<file path="src/rtl/spi_slv.sv">
// SPI mode-0 slave for the DSO command link: oversampled pins, 16-bit
// command capture with sticky ready flag, and a buffered MISO response.
module spi_slv #(
    parameter int WIDTH = 16
) (
    input  logic             clk,
    input  logic             rst_n,
    input  logic             SS_n,
    input  logic             SCLK,
    input  logic             MOSI,
    output logic             MISO,
    input  logic [WIDTH-1:0] tx_data,
    input  logic             wrt,
    input  logic             clr_cmd_rdy,
    output logic [WIDTH-1:0] cmd,
    output logic             cmd_rdy,
    output logic             frm_err
);

    typedef enum logic [1:0] {
        WAIT_HI,
        IDLE,
        SHIFT
    } state_t;

    localparam logic [4:0] CNT_FULL = 5'(WIDTH);
    localparam logic [4:0] CNT_MAX  = 5'(WIDTH + 1);

    state_t state_q, state_d;

    logic [2:0] ss_sync_q, ss_sync_d;
    logic [2:0] sclk_sync_q, sclk_sync_d;
    logic [2:0] mosi_sync_q, mosi_sync_d;

    logic [1:0]       wait_cnt_q, wait_cnt_d;
    logic [WIDTH-1:0] tx_buf_q, tx_buf_d;
    logic [WIDTH-1:0] tx_shft_q, tx_shft_d;
    logic [WIDTH-1:0] rx_shft_q, rx_shft_d;
    logic [4:0]       bit_cnt_q, bit_cnt_d;
    logic [WIDTH-1:0] cmd_q, cmd_d;
    logic             cmd_rdy_q, cmd_rdy_d;
    logic             frm_err_q, frm_err_d;

    logic ss_fall, ss_rise, sclk_rise, sclk_fall;

    assign ss_sync_d   = {ss_sync_q[1:0], SS_n};
    assign sclk_sync_d = {sclk_sync_q[1:0], SCLK};
    assign mosi_sync_d = {mosi_sync_q[1:0], MOSI};

    assign ss_fall   = ~ss_sync_q[1] &  ss_sync_q[2];
    assign ss_rise   =  ss_sync_q[1] & ~ss_sync_q[2];
    assign sclk_rise =  sclk_sync_q[1] & ~sclk_sync_q[2];
    assign sclk_fall = ~sclk_sync_q[1] &  sclk_sync_q[2];

    always_comb begin
        state_d    = state_q;
        wait_cnt_d = wait_cnt_q;
        tx_buf_d   = tx_buf_q;
        tx_shft_d  = tx_shft_q;
        rx_shft_d  = rx_shft_q;
        bit_cnt_d  = bit_cnt_q;
        cmd_d      = cmd_q;
        cmd_rdy_d  = cmd_rdy_q;
        frm_err_d  = 1'b0;

        if (wrt) tx_buf_d = tx_data;
        if (clr_cmd_rdy) cmd_rdy_d = 1'b0;

        unique case (state_q)
            // Let the synchronizer flush its reset value before trusting SS_n.
            WAIT_HI: begin
                if (wait_cnt_q != 2'd3) begin
                    wait_cnt_d = wait_cnt_q + 2'd1;
                end else if (ss_sync_q[1] && ss_sync_q[2]) begin
                    state_d = IDLE;
                end
            end
            IDLE: begin
                if (ss_fall) begin
                    tx_shft_d = wrt ? tx_data : tx_buf_q;
                    bit_cnt_d = '0;
                    rx_shft_d = '0;
                    state_d   = SHIFT;
                end
            end
            SHIFT: begin
                if (sclk_rise) begin
                    rx_shft_d = {rx_shft_q[WIDTH-2:0], mosi_sync_q[2]};
                    if (bit_cnt_q != CNT_MAX) bit_cnt_d = bit_cnt_q + 5'd1;
                end
                if (sclk_fall) tx_shft_d = {tx_shft_q[WIDTH-2:0], 1'b0};
                if (ss_rise) begin
                    if (bit_cnt_q == CNT_FULL) begin
                        cmd_d     = rx_shft_q;
                        cmd_rdy_d = 1'b1;
                    end else begin
                        frm_err_d = 1'b1;
                    end
                    state_d = IDLE;
                end
            end
            default: state_d = WAIT_HI;
        endcase
    end

    always_ff @(posedge clk or negedge rst_n) begin
        if (!rst_n) begin
            state_q     <= WAIT_HI;
            ss_sync_q   <= 3'b111;
            sclk_sync_q <= 3'b000;
            mosi_sync_q <= 3'b000;
            wait_cnt_q  <= '0;
            tx_buf_q    <= '0;
            tx_shft_q   <= '0;
            rx_shft_q   <= '0;
            bit_cnt_q   <= '0;
            cmd_q       <= '0;
            cmd_rdy_q   <= 1'b0;
            frm_err_q   <= 1'b0;
        end else begin
            state_q     <= state_d;
            ss_sync_q   <= ss_sync_d;
            sclk_sync_q <= sclk_sync_d;
            mosi_sync_q <= mosi_sync_d;
            wait_cnt_q  <= wait_cnt_d;
            tx_buf_q    <= tx_buf_d;
            tx_shft_q   <= tx_shft_d;
            rx_shft_q   <= rx_shft_d;
            bit_cnt_q   <= bit_cnt_d;
            cmd_q       <= cmd_d;
            cmd_rdy_q   <= cmd_rdy_d;
            frm_err_q   <= frm_err_d;
        end
    end

    assign MISO    = tx_shft_q[WIDTH-1];
    assign cmd     = cmd_q;
    assign cmd_rdy = cmd_rdy_q;
    assign frm_err = frm_err_q;

endmodule

</file>
<file path="config.mk">
export PLATFORM = sky130hd
export DESIGN_NAME = spi_slv
export DESIGN_NICKNAME = d
export VERILOG_FILES = /design/src/rtl/spi_slv.sv
export SDC_FILE = /design/constraint.sdc
export NUM_CORES = 1
export LEC_CHECK = 0
export ABC_AREA = 1
export BUFFER_PORTS_ARGS = -buffer_cell sky130_fd_sc_hd__buf_2
export CAP_MARGIN = 10
export CORE_UTILIZATION = 30
export DETAILED_ROUTE_END_ITERATION = 12
export GPL_ROUTABILITY_DRIVEN = 0
export PLACE_DENSITY_LB_ADDON = 0.2
export SETUP_SLACK_MARGIN = 0.5
export SLEW_MARGIN = 20
export SYNTH_ARGS = -nofsm -noshare
export SYNTH_HDL_FRONTEND = slang
export SYNTH_SLANG_ARGS = --single-unit
export TNS_END_PERCENT = 10
</file>
<file path="constraint.sdc">
create_clock -name clk -period 2.1 [get_ports clk]
set_clock_uncertainty 0.2 [all_clocks]
set_input_delay 0.105 -clock clk [delete_from_list [all_inputs] [get_ports clk]]
set_output_delay 0.105 -clock clk [all_outputs]
set_load 0.1 [all_outputs]
</file>
### After elaboration in Yosys (flattened, before gate mapping)

Index checks and enable logic that the tools add are counted.

* add/subtract/negate cells: 2
* multipliers: 0
* div/mod/pow operators: 0
* order comparisons: 0
* eq/ne operators: 12
* shifts and indexed selects: 0
* multiplexer cells: 23
* bitwise operators: 8
* reductions and logical operators: 9

Operators by type and width (count)
* $mux W16: 5
* $pmux W16 S2: 2
* $ne A2 B2 Y1 const B: 8
* $mux W5: 3
* $pmux W5 S2: 1
* $reduce_and A3 Y1: 3
* $mux W2: 4
* $reduce_and A4 Y1: 2
* $mux W1: 7
* $pmux W2 S3: 1
* $add A5 B1 Y5 const B: 1
* $eq A5 B5 Y1 const B: 1
* $ne A5 B5 Y1 const B: 1
* $and A1 B1 Y1: 4
* $not A1 Y1: 4
* $add A2 B1 Y2 const B: 1
* $eq A2 B1 Y1 const B: 1
* $eq A2 B2 Y1 const B: 1
* $logic_not A2 Y1: 1
* $reduce_and A2 Y1: 1
* $reduce_bool A2 Y1: 1
* $logic_and A1 B1 Y1: 1

* flip-flop bits (word level): 84
* latch bits: 0
* bits in writable memories: 0
* ROM bits: 0
* input port bits: 23
* output and inout port bits: 19
* logic and storage cells: 66
* memories kept: 0

### Longest topological paths before layout

* depth in word-level cells: 4
* depth in mapped cells: 9
* depth with buffers taken out: 7

### Worst setup path after synthesis

Ideal clock, no wire load.

* kind: flip-flop to flip-flop
* start: register bit_cnt_q[0]
* end: register cmd_q[12] (netlist: cmd[12])
* data arrival time: 1.184 ns
* required time: 1.778 ns
* path slack: 0.594 ns
* stages on the path, launching flop included: 9
* clock period less this slack: 1.506 ns
* cells stage by stage: dfrtp_1 -> inv_1 -> ha_1 -> nand2_1 -> nor2_2 -> nand2_2 -> buf_6 -> nand2_1 -> o21ai_2

* cells in the longest elaborated chain, start to end: 2

RTL lines
* start, declared: line 39 `logic [4:0] bit_cnt_q, bit_cnt_d;`
* start signal, assigned: line 129 `bit_cnt_q <= bit_cnt_d;`
* $eq A5 B5 Y1: line 93 `if (bit_cnt_q == CNT_FULL) begin`
* $reduce_and A3 Y1 (no source line)
* end signal, assigned: line 130 `cmd_q <= cmd_d;`
* end, declared: line 40 `logic [WIDTH-1:0] cmd_q, cmd_d;`

No other way between the ends.
A chain may end at the register's enable or synchronous reset.

### Final worst setup path

* start: register state_q[1]
* end: register tx_shft_q[11]

* cells in the longest elaborated chain, start to end: 3
* elaborated cells between the ends (all ways): 7
* those cells by class: eq/ne: 4; mux: 1; reduce/logical: 2

RTL lines
* start, declared: line 29 `state_t state_q, state_d;`
* start signal, assigned: line 121 `state_q <= state_d;`
* $eq A2 B2 Y1 / $eq A2 B1 Y1 (equally long branches): line 69 `unique case (state_q)`
* $ne A2 B2 Y1 (no source line) / $reduce_bool A2 Y1 (equally long branches)
* $reduce_and A3 Y1 (no source line)
* end signal, assigned: line 127 `tx_shft_q <= tx_shft_d;`
* end, declared: line 37 `logic [WIDTH-1:0] tx_shft_q, tx_shft_d;`

Parallel ways exist; a longest one is shown, timed or not.

==> out/metrics.yaml <==
netlist_area_mm2: 0.00363
synth-seq-cells: 84
period_needed_ns: 1.60
synth_cells: 394
hp-class: "in -> reg"
p_leak_nw: 2.27
fp.dieW_um: 112
row_count: 39
antenna_found_initial: 0
vias: 2698
final_common_cell: "nand2_1"
die_area_mm2: 0.0126
final_cell_mix: "155 x nand2_1, 79 x dfrtp_1, 40 x buf_2"
worstReg2RegStart: "state_q[1]$_DFFE_PN0P_"
drcViolationCount: 2
crit_path_end_kind: "flip-flop"
switching_share_pct: 30.6
ant_nets: 0
grt_use_total_pct: 13.1
p_sw_mw: 1.37
cp.arrival_ns: 1.62
hpwl_um: 4600
wirelength_um: 7290
maxCapViolations: 0
slew_viol_final: 0
tns_ns: 0
finalHoldViolations: 0
clk_pin_slew_worst_paths_ns: 0.07
required_ns: 2.12
ir_drop_uv: 443
synth_warnings: 0
drtIter0Drc: 80
core_area_mm2: 0.0116
holdWs_ns: 0.0377
clock_path_buffers: 2
cp-startpoint: "state_q[1]$_DFFE_PN0P_"
p_comb_share_pct: 20.2
r2r-end: "tx_shft_q[11]$_DFFE_PN0P_"
die_h_um: 112
critPathLaunchType: "flip-flop"
clk_latency_ns: 0.33
hp-start: "wrt"
grt_max_degree: 39
violations: "DRC"
rrSetupSlack_ns: 0.50
power.density_mw_per_mm2: 973
cts_root_buf: "clkbuf_16"
internal-power_mw: 3.10
cts_buffers: 9
avgSynthCellArea_um2: 9.22
syn_to_final_growth_pct: 26.2
avgViaCountPerCell: 4.42
port_buffers: 41
endpoint: "tx_shft_q[11]$_DFFE_PN0P_"
antenna_cells: 0
slew_headroom_pct: 67.4
drtPass1Iterations: 8
min_period_over_period_pct: 76.3
grt_setup_unrepaired: "true"
power_mw: 4.46
seq_area_frac_synth_pct: 58.0
yosysUniqueCellTypes: 27
crit_fanout: 15
first_global_vias: 2730
htree_levels: 3
worstSetupPathType: "reg -> reg"
drive_gt1_share_pct: 22.2
cts_sinks: 84
wl_per_cell_um: 11.9
clock.fmax_mhz: 624
fillers: 1167
setup_viol: 0
grt_pass1_wl_um: 13000
synthesis.nets: 421
cts_tree: "built"
rr_worst_depth: 7
overflow: 0
io_pins: 42
nets: 490
tightestPinTransition_ns: 0.492
status: "complete, but fails checks"
p_seq_share_pct: 43.6
p_clk_share_pct: 36.2
start_util_pct: 31.3
==> worst max-delay path: stages, from the launching register on <==
cell     delay (ns)
dfrtp_1        0.41
inv_2          0.06
nor2_4         0.16
buf_6          0.21
nand3_4        0.15
buf_12         0.18
nand3_1        0.06
nand2_1        0.06
==> state kept, by name, summed over array words and instances, names as in the netlist <==
name	cells
cmd	16
rx_shft_q	16
tx_buf_q	16
tx_shft_q	16
bit_cnt_q	5
mosi_sync_q	3
sclk_sync_q	3
ss_sync_q	3
state_q	2
wait_cnt_q	2
cmd_rdy	1
frm_err	1
==> metal layers <==
layer	wire (um)	vias to the layer above	share of wire [%]	track usage, %
met2	3520	36	48	21.7
met3	220	2	3.0	3.56
li1	-	1385	-	-
met1	3510	1275	48	16.6
met5	0	-	0	0
met4	44	0	0.60	4.53
==> power groups by stage <==
stage | clock network, mW | logic (mW) | registers [mW]
6_report | 1.62 | 0.903 | 1.95
5_1_grt | 1.75 | 1.04 | 1.98
4_1_cts | 1.67 | 0.903 | 1.94
3_5_place_dp | 0 | 0.782 | 1.97
3_3_place_gp | 0 | 0.772 | 1.97
2_1_floorplan | 0 | 0.569 | 2.02
==> Yosys cell counts, drive strengths merged <==
cell    number  share of area (%)
nand3       39                5.7
nor2         8                1.3
and2         1               0.17
o22ai        1               0.17
ha           4                1.4
xnor2        1               0.24
or2          1               0.17
o21ai       41                6.9
inv         30                3.1
buf         18                4.3
nor3         1               0.14
nand2      161                 18
dfrtp       81                 56
nand3b       1               0.21
dfstp        3                2.2
nand4        3               0.52
==> area by class of cell <==
type,count,area [um^2],area share [%]
Clock buffer,10,239,5.21
Clock inverter,6,72.6,1.58
Inverter,30,115,2.51
Multi-Input combinational cell,265,1330,28.9
Sequential cell,84,2110,46.0
Tap cell,143,179,3.90
Timing Repair Buffer,73,546,11.9
==> worst min-delay path by stage <==
stage | end | slack (ns) | depth (start not counted)
after global placement | tx_buf_q[4]$_DFF_PN0_ | -0.11 | 1
final | tx_buf_q[5]$_DFF_PN0_ | 0.04 | 4
after CTS | tx_buf_q[6]$_DFF_PN0_ | 0.04 | 4
after global routing | tx_buf_q[1]$_DFF_PN0_ | 0.05 | 4
after detailed placement | tx_buf_q[4]$_DFF_PN0_ | -0.12 | 1
after floorplan | bit_cnt_q[0]$_DFFE_PN0P_ | -0.39 | 0
==> stage by stage <==
stage          std cells  worst slack, ns  utilization (%)  area [um^2]
5_1_grt              611            0.383             39.5         4590
4_1_cts              611            0.459             39.3         4570
3_5_place_dp         566            0.383             33.9         3940
2_1_floorplan        394            0.594                -         3630
6_report             611            0.499             39.5         4590
3_3_place_gp         566            0.401             33.9         3940
==> kinds of logic after synthesis <==
family	share of synthesized area, %
buffers and inverters	7.37
adders and majority gates	1.38
AOI/OAI and AO/OA	7.06
and+or+nand+nor	26.0
DFF	58.0
xor gates and xnor gates	0.241
==> what timing repair did <==
| action | in CTS | in global routing |
|---|---|---|
| cloned | 3 | 0 |
| buffers inserted | 5 | 0 |
| pin swaps | 3 | 0 |
| hold buffers | 21 | 0 |
| endpoints found under the setup margin | 53 | 54 |
| gates resized for setup | 5 | 8 |
| endpoints found under the hold margin | 106 | 0 |
Note: power is estimated with default switching activity, not from simulation.
